--- src/rtl/multicycle_cpu.sv ---
// rtl/multicycle_cpu.sv - multicycle 4-register CPU with handshaked instruction and data memories
//
// Purpose : FETCH -> EXEC (-> MEM) -> FETCH processor. 16-bit instructions
//           op[15:12] rd[11:10] rs[9:8] imm[7:0]; HALT parks the core.
// Optional: define MULTICYCLE_CPU_STEP_EN to add the step input and a WAIT
//           state that gates each fetch after a retired instruction.
// Ports   : clk, reset (async, active-high)
//           imem_req/imem_addr/imem_ack/imem_data   instruction fetch
//           dmem_req/dmem_we/dmem_addr/dmem_wdata/dmem_rdata/dmem_ack  data
//           out_port/out_valid                       output register + pulse
//           carry_flag/zero_flag/negative_flag/halted/pc  status
//           step (only with MULTICYCLE_CPU_STEP_EN)  single-step enable
module multicycle_cpu #(
    parameter int DATA_W = 8,
    parameter int PC_W   = 8
) (
`ifdef MULTICYCLE_CPU_STEP_EN
    input  logic              step,
`endif
    input  logic              clk,
    input  logic              reset,
    output logic              imem_req,
    output logic [PC_W-1:0]   imem_addr,
    input  logic              imem_ack,
    input  logic [15:0]       imem_data,
    output logic              dmem_req,
    output logic              dmem_we,
    output logic [7:0]        dmem_addr,
    output logic [DATA_W-1:0] dmem_wdata,
    input  logic [DATA_W-1:0] dmem_rdata,
    input  logic              dmem_ack,
    output logic [DATA_W-1:0] out_port,
    output logic              out_valid,
    output logic              carry_flag,
    output logic              zero_flag,
    output logic              negative_flag,
    output logic              halted,
    output logic [PC_W-1:0]   pc
);

    localparam logic [3:0] OP_LDI = 4'h1, OP_ADD = 4'h2, OP_SUB = 4'h3, OP_AND = 4'h4;
    localparam logic [3:0] OP_OR  = 4'h5, OP_XOR = 4'h6, OP_LD  = 4'h7, OP_ST  = 4'h8;
    localparam logic [3:0] OP_JMP = 4'h9, OP_JZ  = 4'hA, OP_JC  = 4'hB, OP_JN  = 4'hC;
    localparam logic [3:0] OP_OUT = 4'hD, OP_ADDI = 4'hE, OP_HALT = 4'hF;

    typedef enum logic [2:0] {
        S_FETCH,
        S_EXEC,
        S_MEM,
`ifdef MULTICYCLE_CPU_STEP_EN
        S_WAIT,
`endif
        S_HALTED
    } state_t;

    // Where a retired (non-HALT) instruction hands over to.
`ifdef MULTICYCLE_CPU_STEP_EN
    localparam state_t S_RETIRE = S_WAIT;
`else
    localparam state_t S_RETIRE = S_FETCH;
`endif

    state_t              state_q, state_d;
    logic [PC_W-1:0]     pc_q, pc_d;
    logic [15:0]         ir_q;
    logic [DATA_W-1:0]   regs_q [4];
    logic                z_q, c_q, n_q;
    logic [DATA_W-1:0]   out_q;
    logic                out_valid_q;

    logic [3:0]          op;
    logic [1:0]          rd_idx, rs_idx;
    logic [7:0]          imm;
    logic [DATA_W-1:0]   imm_ext, rd_val, rs_val;
    logic [DATA_W:0]     alu_wide;
    logic                alu_we, taken, is_mem;

    assign op      = ir_q[15:12];
    assign rd_idx  = ir_q[11:10];
    assign rs_idx  = ir_q[9:8];
    assign imm     = ir_q[7:0];
    assign imm_ext = DATA_W'(imm);
    assign rd_val  = regs_q[rd_idx];
    assign rs_val  = regs_q[rs_idx];
    assign is_mem  = (op == OP_LD) || (op == OP_ST);

    // Bit DATA_W carries the add carry-out; for SUB the extended subtraction
    // sets it exactly when rd < rs (unsigned borrow); logic ops leave it 0.
    always_comb begin
        alu_wide = '0;
        alu_we   = 1'b0;
        case (op)
            OP_ADD:  begin alu_wide = {1'b0, rd_val} + {1'b0, rs_val};  alu_we = 1'b1; end
            OP_SUB:  begin alu_wide = {1'b0, rd_val} - {1'b0, rs_val};  alu_we = 1'b1; end
            OP_AND:  begin alu_wide = {1'b0, rd_val & rs_val};          alu_we = 1'b1; end
            OP_OR:   begin alu_wide = {1'b0, rd_val | rs_val};          alu_we = 1'b1; end
            OP_XOR:  begin alu_wide = {1'b0, rd_val ^ rs_val};          alu_we = 1'b1; end
            OP_ADDI: begin alu_wide = {1'b0, rd_val} + {1'b0, imm_ext}; alu_we = 1'b1; end
            default: ;
        endcase
    end

    // Jumps look at the flags as they stand; nothing here writes them.
    always_comb begin
        taken = 1'b0;
        case (op)
            OP_JMP:  taken = 1'b1;
            OP_JZ:   taken = z_q;
            OP_JC:   taken = c_q;
            OP_JN:   taken = n_q;
            default: ;
        endcase
        pc_d = taken ? imm[PC_W-1:0] : pc_q + PC_W'(1);
    end

    // Requests are gated by reset so an assertion drops them immediately,
    // even though the state register already reads FETCH during reset.
    always_comb begin
        state_d  = state_q;
        imem_req = (state_q == S_FETCH) && !reset;
        dmem_req = (state_q == S_MEM) && !reset;
        dmem_we  = (state_q == S_MEM) && !reset && (op == OP_ST);
        case (state_q)
            S_FETCH:  if (imem_ack) state_d = S_EXEC;
            S_EXEC: begin
                if (is_mem)              state_d = S_MEM;
                else if (op == OP_HALT)  state_d = S_HALTED;
                else                     state_d = S_RETIRE;
            end
            S_MEM:    if (dmem_ack) state_d = S_RETIRE;
`ifdef MULTICYCLE_CPU_STEP_EN
            S_WAIT:   if (step) state_d = S_FETCH;
`endif
            S_HALTED: state_d = S_HALTED;
            default:  state_d = S_FETCH;
        endcase
    end

    always_ff @(posedge clk or posedge reset) begin
        if (reset) state_q <= S_FETCH;
        else       state_q <= state_d;
    end

    always_ff @(posedge clk or posedge reset) begin
        if (reset) begin
            pc_q        <= '0;
            ir_q        <= '0;
            for (int i = 0; i < 4; i++) regs_q[i] <= '0;
            z_q         <= 1'b0;
            c_q         <= 1'b0;
            n_q         <= 1'b0;
            out_q       <= '0;
            out_valid_q <= 1'b0;
        end else begin
            out_valid_q <= 1'b0;
            case (state_q)
                S_FETCH: if (imem_ack) ir_q <= imem_data;
                S_EXEC: begin
                    pc_q <= pc_d;
                    if (alu_we) begin
                        regs_q[rd_idx] <= alu_wide[DATA_W-1:0];
                        z_q            <= (alu_wide[DATA_W-1:0] == '0);
                        c_q            <= alu_wide[DATA_W];
                        n_q            <= alu_wide[DATA_W-1];
                    end
                    if (op == OP_LDI) regs_q[rd_idx] <= imm_ext;
                    if (op == OP_OUT) begin
                        out_q       <= rd_val;
                        out_valid_q <= 1'b1;
                    end
                end
                S_MEM: if (dmem_ack && (op == OP_LD)) regs_q[rd_idx] <= dmem_rdata;
                default: ;
            endcase
        end
    end

    assign imem_addr     = pc_q;
    assign dmem_addr     = imm;
    assign dmem_wdata    = rd_val;
    assign out_port      = out_q;
    assign out_valid     = out_valid_q;
    assign carry_flag    = c_q;
    assign zero_flag     = z_q;
    assign negative_flag = n_q;
    assign halted        = (state_q == S_HALTED);
    assign pc            = pc_q;

endmodule

--- config.mk ---
export PLATFORM = sky130hd
export DESIGN_NAME = multicycle_cpu
export DESIGN_NICKNAME = d
export VERILOG_FILES = /design/src/rtl/multicycle_cpu.sv
export SDC_FILE = /design/constraint.sdc
export NUM_CORES = 1
export LEC_CHECK = 0
export ABC_AREA = 1
export BUFFER_PORTS_ARGS = -buffer_cell sky130_fd_sc_hd__buf_2
export CAP_MARGIN = 20
export CORE_MARGIN = 2
export CORE_UTILIZATION = 42
export CTS_BUF_LIST = sky130_fd_sc_hd__clkbuf_16
export CTS_CLUSTER_DIAMETER = 50
export DETAILED_ROUTE_END_ITERATION = 7
export PLACE_DENSITY = 0.72
export SYNTH_ARGS = -nofsm -noshare
export SYNTH_HDL_FRONTEND = slang
export SYNTH_SLANG_ARGS = --single-unit
export TNS_END_PERCENT = 10
--- constraint.sdc ---
create_clock -name clk -period 2.9 [get_ports clk]
set_input_delay 0.58 -clock clk [delete_from_list [all_inputs] [get_ports clk]]
set_output_delay 0.58 -clock clk [all_outputs]
set_load 0.02 [all_outputs]
-- Word level (Yosys, flattened, before mapping)
Cells that the tools add are included.
- order comparisons: 3
- divide/modulo/power cells: 0
- reduce and logical (&&, ||, !) cells: 16
- shift-type cells: 0
- $add $sub $neg: 4
- multiplexer cells: 27
- multipliers: 0
- bitwise operators: 5
- equal/unequal tests: 21
- operators by type and width (operator ; number):
    $mux 32 ; 4
    $bwmux 32 ; 3
    $pmux 32 s2 ; 1
    $pmux 9 s6 ; 1
    $mux 8 ; 6
    $bmux 8 s2 ; 2
    $eq 4x4->1 const B ; 8
    $add 8x8->9 ; 2
    $demux 8 s2 ; 1
    $eq 4x3->1 const B ; 4
    $pmux 3 s4 ; 1
    $reduce_and 2->1 ; 5
    $sub 8x8->9 ; 1
    $add 8x1->8 const B ; 1
    $and 8x8->8 ; 1
    $eq 4x2->1 const B ; 2
    $logic_not 8->1 ; 1
    $or 8x8->8 ; 1
    $xor 8x8->8 ; 1
    $eq 3x2->1 const B ; 2
    $ge 3x3->1 const B ; 2
    $mux 3 ; 2
    $not 2->3 ; 2
    $reduce_or 6->1 ; 1
    other kinds (13) ; 21
- latch bits: 0
- register bits after elaboration: 71
- memories kept: 0
- bits in read-only memories: 0
- memory bits (writable): 0
- bits of input ports: 28

-- Logic depth before layout (Yosys ltp)
Gate-level depths: netlist (run 1).
- depth in word-level cells: 12
- mapped depth: 24
- gate-level depth less buffers: 22

-- Worst setup path before layout (run 1)
No wires, ideal clock.
- kind: reg-to-reg
- start point: register ir_q[8]
- end point: register (tool-made name)
- data arrival time: 2.724 ns
- setup slack: 0.099 ns
- cell stages (with the launch flop): 23
- period minus slack after synthesis: 2.801 ns
- cells stage by stage: dfrtp_1 > buf_4 > buf_2 > nand2_1 > nand3_1 > nand2_1 > ha_1 > nand2_1 > nor2_1 > nand2_1 > o21ai_0 > nand2_1 > a21oi_1 > ha_1 > nand2_1 > inv_1 > a21oi_1 > nand2_1 > nand2_1 > nand3_1 > nand3_1 > nand2_1 > a21oi_1
- RTL lines (what ; RTL line ; RTL):
    start: declaration ; 65 ; logic [15:0] ir_q;
    start signal: assignment ; 157 ; S_FETCH: if (imem_ack) ir_q <= imem_data;

-- Worst setup path in the final report (run 1)
- start point: register ir_q[8]
- end point: register z_q (netlist: zero_flag)
- word-level cells in the longest chain between the ends: 7
- RTL lines (what ; RTL line ; RTL):
    $not 2->3 (implied by the code) * ; 84 ; assign rs_val = regs_q[rs_idx];
    $bmux 8 s2 * ; 84 ;
    $mux 8 (implied by the code) * (2 in a row) ; 84 ;
    $sub 8x8->9, or another cell as far along ; 94 ; OP_SUB: begin alu_wide = {1'b0, rd_val} - {1'b0, rs_val}; alu_we = 1'b1; end
    $pmux 9 s6 * ; 92 ; case (op)
    $logic_not 8->1 * ; 162 ; z_q <= (alu_wide[DATA_W-1:0] == '0);
    end signal: assignment ; 162 ;
    end: declaration ; 67 ; logic z_q, c_q, n_q;
Mark *: on every way between the ends. The rest lies on a longest branch, timed or not. The select of a mux whose other input is x is not followed.
A chain may end at the register's enable or synchronous reset.

==> flow_summary.toml, run 1 <==
[cells_and_area]
most-common-layout-cells = "169 x nand2_1, 103 x nor2_1, 84 x inv_1, 75 x buf_2, 66 x dfrtp_1"
stdcell_area_um2 = 6590
antenna_cells = 0
fill_cells = 1149
nets = 915
final_common_cell = "nand2_1"
area_growth_pct = 28.0
post-route-util = 0.549
drive_gt1_frac = 0.284

[synth]
synth.cell_area_um2 = 5150
syn_area_per_cell_um2 = 6.82
synth.net_count = 810
netlist_instances = 755
synth-xor-area-share = 0.00850
synthAdderAreaFrac = 0.0671
synth_top_family_by_area = "simple AND/OR/NAND/NOR gates"
async_flop_share = 1.00
synth_ff_type = "dfrtp_1"
synth.distinct_cells = 44
ys_seq_elements = 70
yosys_warnings = 0
muxShareOfSynthArea = 0.00219
yosysSeqAreaShare = 0.340
synth-edff-count = 0
yosys.area_share.simple = 0.330
synth-compound-area-share = 0.143

[die]
die_w_um = 115
die_area_um2 = 13200
ios = 76
rows = 40
dieHeight_um = 115
initial_utilization = 0.429
coreArea_um2 = 12000

[cts]
cts_made_buffers = 9
cts.htree.levels = 3
clkTransAtPathRegs_ps = 60
root_buffer = "clkbuf_16"
cts_sinks = 70
clk_path_buf_depth = 2
cts_tree = "yes"
clk_latency_ps = 350

[critical_path]
crit_path_end_kind = "flop"
reg2reg_depth = 22
cp.arrival_ps = 3230
r2r_start = "ir_q[8]$_DFFE_PP0P_"
endpoint = "zero_flag$_DFFE_PP0P_"
r2r-end = "zero_flag$_DFFE_PP0P_"
start_kind = "flop"
r2r_setup_slack_ps = -40
crit_fanout = 7
worst-setup-path-type = "reg2reg"
required_ps = 3190
startpoint = "ir_q[8]$_DFFE_PP0P_"

[global_route]
gr-total-overflow = 0
antenna_found_initial = 0
grt_pass1_vias = 5048
track_usage = 0.253
grt_pass1_wl_um = 25600
grt_max_degree = 44

[sta]
setup_ws_ps = -42.8
period_needed_ps = 2940
holdWs_ps = 342
rsz0062_at_grt = "yes"
setup_viol = 5
slew_viol_final = 0
skew_ps = 7.35
max_freq_mhz = 340
max_slew_margin = 0.584
finalCritPeriodShare = 1.01
hold_viol = 0
max_slew.worst_pin.slew_ps = 622

[route]
dr.first_iter.drc_count = 474
drcViolationCount = 0
dr.pass1.iters = 7
drt-total-wl_um = 16500
wl_per_cell_um = 16.3
ant_nets = 0
num_vias = 5429
viasPerCell = 5.36

[run_status]
run_status = "finished, violations left"
violations = "setup timing"

[power]
power_density_nw_per_um2 = 319
power_leakage_uw = 0.00357
power_uw = 2100
irDropWorstVdd_mv = 0.295

[place]
dpl-instance-area_um2 = 5860
gp_congestion = 0.949
pre_cts_slack_ps = -40.9
port_buffers = 75
hpwlAfterDp_um = 12500

[hold_path]
hp-class = "in2async"

[run]
drv_cap = 0
[per-stage QoR]
stage / instances / setup TNS (ps)
after floorplan: 755 / 0
after global placement: 991 / -19.9
after detailed placement: 991 / -186
after CTS: 1007 / 0
after global routing: 1012 / -2260
final: 1012 / -185
[Yosys cell counts, types with 4 or more instances]
library cell    n  area (um^2)
a21oi_1        48          240
a22oi_1        11         82.6
and2_1          4         25.0
buf_2           5         25.0
buf_4          18          135
clkbuf_1        4         15.0
dfrtp_1        70         1750
ha_1           26          325
inv_1          89          334
inv_2           9         33.8
nand2_1       190          713
nand2_2         4         25.0
nand3_1        66          330
nor2_1        105          394
nor2_2          4         25.0
nor3_1          4         20.0
o211ai_1        5         37.5
o21ai_0        49          245
o21ai_1         4         20.0
o221ai_1        4         35.0
[critical path, stage by stage, from the launching register on]
cell and delay, ps:
dfrtp_2 460, clkinv_4 130, buf_12 150, nand2_1 60, nand3_2 90, nand2_4 110
nand3_2 110, inv_2 80, nand2_1 70, nand3_2 70, o221ai_2 100, ha_1 350
nand2_1 100, buf_4 140, nor2_1 140, nand2_1 110, nand2_1 100, nand2_2 70
nand3_4 110, nand2_2 80, nor2_1 110, nand2_1 70, nand2_1 70
[worst min path at each step]
stage                            startpoint  slack [ps]                   endpoint  cells past startpoint
floorplan                              flop         470                       flop                      2
CTS                                   reset         360   imem_addr[6]$_DFFE_PP0P_                      2
global route                          reset         400        ir_q[9]$_DFFE_PP0P_                      2
detailed placement  out_port[7]$_DFFE_PP0P_         470    out_port[7]$_DFFE_PP0P_                      2
global placement    out_port[7]$_DFFE_PP0P_         460    out_port[7]$_DFFE_PP0P_                      2
finish                                reset         340  negative_flag$_DFFE_PP0P_                      2
[area by class of cell]
class | count | area, um^2 | share of cell area
clock inverters | 7 | 65.1 | 0.00987
well taps | 147 | 184 | 0.0279
clock buffers | 9 | 225 | 0.0342
multi-input cells | 557 | 3190 | 0.484
inverters | 100 | 382 | 0.0579
repair buffers | 122 | 786 | 0.119
flip-flops and latches | 70 | 1760 | 0.267
[cells by family (layout without fill, tap and decap cells)]
kind of cell,count (synthesis),after routing
multiplexers,1,1
adder cells (fa/ha/maj),27,27
flip-flops,70,70
AND/OR/NAND/NOR,393,393
XOR/XNOR,5,5
buffers and inverters,128,238
AO/OA/AOI/OAI,131,131
[what timing repair did]
action | 4_1_cts | 5_1_grt
hold buffers | 0 | 0
cloned | 0 | 1
setup endpoints to repair | 10 | 24
pin swaps | 0 | 26
hold endpoints to repair | 0 | 0
setup buffers | 0 | 4
gates resized for setup | 4 | 93
[report_power, final]
group,internal [uW],switching [uW]
registers,977,0
logic,16.2,29.8
clock network,658,423
total,1650,453
[metal layers]
layer	track usage	up-vias	wire length, um
met5	0	-	0
met4	0.0988	0	613
met3	0.0522	41	1360
met2	0.397	265	7680
met1	0.344	2468	6890
li1	-	2655	-
Power figures use the tool's default switching activity.
==> inputs of run 2 (changes only) <==
--- a/config.mk
+++ b/config.mk
@@ -13,7 +13,8 @@
 export CTS_BUF_LIST = sky130_fd_sc_hd__clkbuf_16
 export CTS_CLUSTER_DIAMETER = 50
 export DETAILED_ROUTE_END_ITERATION = 7
-export PLACE_DENSITY = 0.72
+export PLACE_DENSITY = 0.7
+export SKIP_CTS_REPAIR_TIMING = 1
 export SYNTH_ARGS = -nofsm -noshare
 export SYNTH_HDL_FRONTEND = slang
 export SYNTH_SLANG_ARGS = --single-unit
==> constraint.sdc (replaced) <==
create_clock -name clk -period 3.4 [get_ports clk]
set_input_delay 0.68 -clock clk [delete_from_list [all_inputs] [get_ports clk]]
set_output_delay 0.68 -clock clk [all_outputs]
set_load 0.02 [all_outputs]
==> run 2 against run 1 <==
  * Via count down 3.4%
  * Wire length decreased by 3.0%
  * Clock power down 6%
  * Setup slack improved by 410 ps
  * The run now ends clean
  * Count of clock-buffer cells in the layout is the same
  * Non-clock buffer count shrank 30
  * Largest power group unchanged
  * Global-route usage increased by 0.27 points
  * Sequential power down 15%
  * Design area is 8.7% lower
  * Register-to-register slack improved by 410 ps
==> flow_summary.toml, run 2 (synthesized netlist as in run 1, its figures left out) <==
[route]
drt-total-wl_um = 16100
wl_per_cell_um = 16.4
wl_met2_um = 7610
dr.pass1.iters = 5
wl_met1_um = 6910
ant_nets = 0
viasPerCell = 5.35
num_vias = 5246
top_layer = "met4"
met3_length_um = 974
drcViolationCount = 0
dr.first_iter.drc_count = 385

[cells_and_area]
nets = 885
most-common-layout-cells = "188 x nand2_1, 104 x nor2_1, 87 x inv_1, 75 x buf_2, 68 x dfrtp_1"
fill_cells = 1236
drive_gt1_frac = 0.179
regArea_um2 = 1750
antenna_cells = 0
multi_input_area_um2 = 2860
final_common_cell = "nand2_1"
stdcell_area_um2 = 6020
area_growth_pct = 16.9

[sta]
slew_viol_final = 0
setup_viol = 0
finalCritPeriodShare = 0.893
holdWs_ps = 394
fin_setup_tns_ps = 0
max_freq_mhz = 330
period_needed_ps = 3030
rsz0062_at_grt = "no"
max_slew.worst_pin.slew_ps = 715
max_slew_margin = 0.522
skew_ps = 6.67
setup_ws_ps = 365
hold_viol = 0

[place]
port_buffers = 75
pre_cts_slack_ps = 214
hpwlAfterDp_um = 12500
gp_congestion = 0.945
dpl-instance-area_um2 = 5630

[cts]
cts_sinks = 70
clk_path_buf_depth = 2
root_buffer = "clkbuf_16"
cts.htree.levels = 3
cts_made_buffers = 9
clkTransAtPathRegs_ps = 50
clk_latency_ps = 350
cts_tree = "yes"

[run_status]
run_status = "finished clean"

[power]
power_uw = 1880
power_leakage_uw = 0.00335
irDropWorstVdd_mv = 0.255
power_density_nw_per_um2 = 312

[critical_path]
start_kind = "flop"
worst-setup-path-type = "reg2reg"
crit_fanout = 5
required_ps = 3670
crit_path_end_kind = "flop"
cp.arrival_ps = 3300

[run]
drv_cap = 0

[die]
die_w_um = 115
rows = 40
initial_utilization = 0.429
coreArea_um2 = 12000
dieHeight_um = 115
die_area_um2 = 13200
ios = 76

[global_route]
grt_pass1_vias = 5091
gr-total-overflow = 0
grt_max_degree = 48
grt_pass1_wl_um = 25800
track_usage = 0.255
antenna_found_initial = 0

[hold_path]
hp-class = "in2async"
run 2: changes by cell type in the layout (fill, tap and decap cells not counted), sizes merged:
cell      change
clkinvlp      -1
buf          -29
clkbuf        -1
inv           +1
bufinv        +1
clkinv        -2
run 2: final timing paths:
check / from / cells past startpoint / slack [ps] / to
setup / recovery: ir_q[10]$_DFFE_PP0P_ / 16 / 370 / flop
hold / removal: reset / 2 / 390 / zero_flag$_DFFE_PP0P_
setup reg to reg: ir_q[10]$_DFFE_PP0P_ / 16 / 370 / flop
hold reg to reg: out_port[6]$_DFFE_PP0P_ / 2 / 480 / out_port[6]$_DFFE_PP0P_
max in group asynchronous: reset / 3 / 2360 / ir_q[9]$_DFFE_PP0P_
min in group clk: out_port[6]$_DFFE_PP0P_ / 2 / 480 / out_port[6]$_DFFE_PP0P_
run 2: power breakdown:
group	total, uW	switching, uW	internal, uW
sequential	833	0	833
clock	1010	370	637
combinational	38.8	25.0	13.8
run 2: area by class of cell:
| class | count | area share |
|---|---|---|
| multi-input combinational | 557 | 0.476 |
| sequential | 70 | 0.291 |
| timing repair buffer | 92 | 0.0877 |
| inverter | 100 | 0.0628 |
| clock buffer | 9 | 0.0374 |
| tap | 147 | 0.0306 |
| clock inverter | 6 | 0.0145 |
run 2: worst max-delay path, stage by stage, from the launching register on:
cell and delay (ps):
dfrtp_1 440, nand2_1 230, clkinv_1 120, a22oi_1 160, and2_1 200, inv_1 120
ha_1 280, fa_1 390, nand2_1 100, nand2_1 90, nand3_1 100, nand2_1 60
nand2_1 90, nand3_1 130, nand3_1 200, nand3_1 100, a21oi_1 150
run 2: metrics by stage:
| stage | utilization | instances |
|---|---|---|
| after floorplan | - | 755 |
| after global placement | 0.469 | 962 |
| after detailed placement | 0.469 | 962 |
| after CTS | 0.495 | 977 |
| after global routing | 0.501 | 981 |
| final | 0.501 | 981 |
run 2: per-layer routing:
| layer | GRT usage | up-vias |
|---|---|---|
| met3 | 0.0564 | 40 |
| met4 | 0.116 | 0 |
| met1 | 0.325 | 2438 |
| met2 | 0.418 | 182 |
| li1 | - | 2586 |
| met5 | 0 | - |
==> inputs of run 3 (changes only) <==
--- a/config.mk
+++ b/config.mk
@@ -13,6 +13,7 @@
 export CTS_BUF_LIST = sky130_fd_sc_hd__clkbuf_16
 export CTS_CLUSTER_DIAMETER = 50
 export DETAILED_ROUTE_END_ITERATION = 7
+export GPL_TIMING_DRIVEN = 0
 export PLACE_DENSITY = 0.7
 export SKIP_CTS_REPAIR_TIMING = 1
 export SYNTH_ARGS = -nofsm -noshare
==> run 3 against run 2 <==
  * Sequential cell count is the same
  * Clock power up 7%
  * Global-route usage decreased by 1.7 points
  * Final cell count up 2.0%
  * Highest routed layer unchanged
==> flow_summary.toml, run 3 (synthesized netlist as in run 1, its figures left out) <==
[run_status]
run_status = "finished clean"

[critical_path]
r2r_start = "ir_q[8]$_DFFE_PP0P_"
startpoint = "ir_q[8]$_DFFE_PP0P_"
r2r_setup_slack_ps = 180
required_ps = 3630
start_kind = "flop"
crit_fanout = 10
crit_path_end_kind = "flop"
cp.arrival_ps = 3460
worst-setup-path-type = "reg2reg"
reg2reg_depth = 20

[place]
gp_congestion = 0.932
port_buffers = 75
dpl-instance-area_um2 = 5710
hpwlAfterDp_um = 11800

[sta]
max_slew_margin = 0.416
max_freq_mhz = 310
hold_viol = 0
finalCritPeriodShare = 0.948
fin_setup_tns_ps = 0
period_needed_ps = 3220
skew_ps = 6.97
rsz0062_at_grt = "yes"
slew_viol_final = 0
holdWs_ps = 476
setup_viol = 0
max_slew.worst_pin.slew_ps = 876

[cts]
cts.htree.levels = 3
cts_sinks = 70
root_buffer = "clkbuf_16"
clkTransAtPathRegs_ps = 50
cts_tree = "yes"
cts_made_buffers = 9
clk_path_buf_depth = 2
clk_latency_ps = 350

[die]
die_w_um = 115
initial_utilization = 0.429
rows = 40
dieHeight_um = 115
die_area_um2 = 13200
coreArea_um2 = 12000
ios = 76

[cells_and_area]
post-route-util = 0.512
drive_gt1_frac = 0.193
most-common-layout-cells = "188 x nand2_1, 104 x nor2_1, 88 x inv_1, 79 x buf_2, 70 x dfrtp_1"
stdcell_area_um2 = 6150
fill_cells = 1224
nets = 904
final_common_cell = "nand2_1"
area_growth_pct = 19.3
antenna_cells = 0

[hold_path]
hp-class = "reg2reg"
min_to = "out_port[4]$_DFFE_PP0P_"
hold-path-cell-count = 2
hold_start = "out_port[4]$_DFFE_PP0P_"

[route]
num_vias = 5309
wl_met2_um = 7220
viasPerCell = 5.30
dr.pass1.iters = 7
ant_nets = 0
drcViolationCount = 0
wl_per_cell_um = 15.4
drt-total-wl_um = 15400
top_layer = "met4"
wl_met1_um = 6580
dr.first_iter.drc_count = 381
met3_length_um = 1110

[global_route]
grt_max_degree = 71
track_usage = 0.239
antenna_found_initial = 0
grt_pass1_vias = 4861
gr-total-overflow = 0
grt_pass1_wl_um = 24200

[power]
power_density_nw_per_um2 = 317
irDropWorstVdd_mv = 0.321
power_leakage_uw = 0.00343

[run]
drv_cap = 0
run 3: metal layers:
metal,vias up,GRT usage
met4,0,0.0932
met2,202,0.383
met5,-,0
li1,2628,-
met3,32,0.0554
met1,2447,0.315
run 3: area by class of cell:
class / instances / area, um^2 / area share
Clock inverter: 7 / 113 / 0.0183
Timing Repair Buffer: 83 / 435 / 0.0708
Tap cell: 147 / 184 / 0.0299
Buffer: 28 / 189 / 0.0307
Clock buffer: 9 / 225 / 0.0366
Inverter: 100 / 383 / 0.0623
Sequential cell: 70 / 1750 / 0.285
Multi-Input combinational cell: 557 / 2870 / 0.466
run 3: where the power goes:
group          switching [uW]  internal [uW]  total, uW
registers                   0            833        833
clock network             368            711       1080
logic                    25.1           11.5       36.6
total                     393           1560       1950
run 3: through the flow:
step | cells | power (uW) | setup WS (ps)
after floorplan | 755 | 863 | 599
after global placement | 977 | 886 | -52.7
after detailed placement | 977 | 886 | -17.4
after CTS | 993 | 1970 | -38.5
after global routing | 1001 | 2010 | -71.9
final | 1001 | 1950 | 177
run 3: worst max-delay path by stage:
stage / end / slack [ps] / cells past startpoint
2_1_floorplan: flop / 600 / 22
6_report: flop / 180 / 20
5_1_grt: flop / -70 / 21
3_5_place_dp: flop / -20 / 22
4_1_cts: flop / -40 / 22
3_3_place_gp: out_port[1]$_DFFE_PP0P_ / -50 / 2
run 3: critical path, cell delays in order, from the launching register on:
cell and delay, ps:
dfrtp_1 360, buf_4 170, inv_2 140, buf_6 170
nand2_1 60, nand3_1 90, nand2_2 90, ha_2 280
a22oi_1 150, o21ai_1 140, fa_1 430, nand2_1 120
nand2_1 100, nand2_1 70, nand2_1 40, nand3_1 130
nand3_1 220, nand3_1 120, o21ai_0 80, nand2_1 90
nand2_1 60
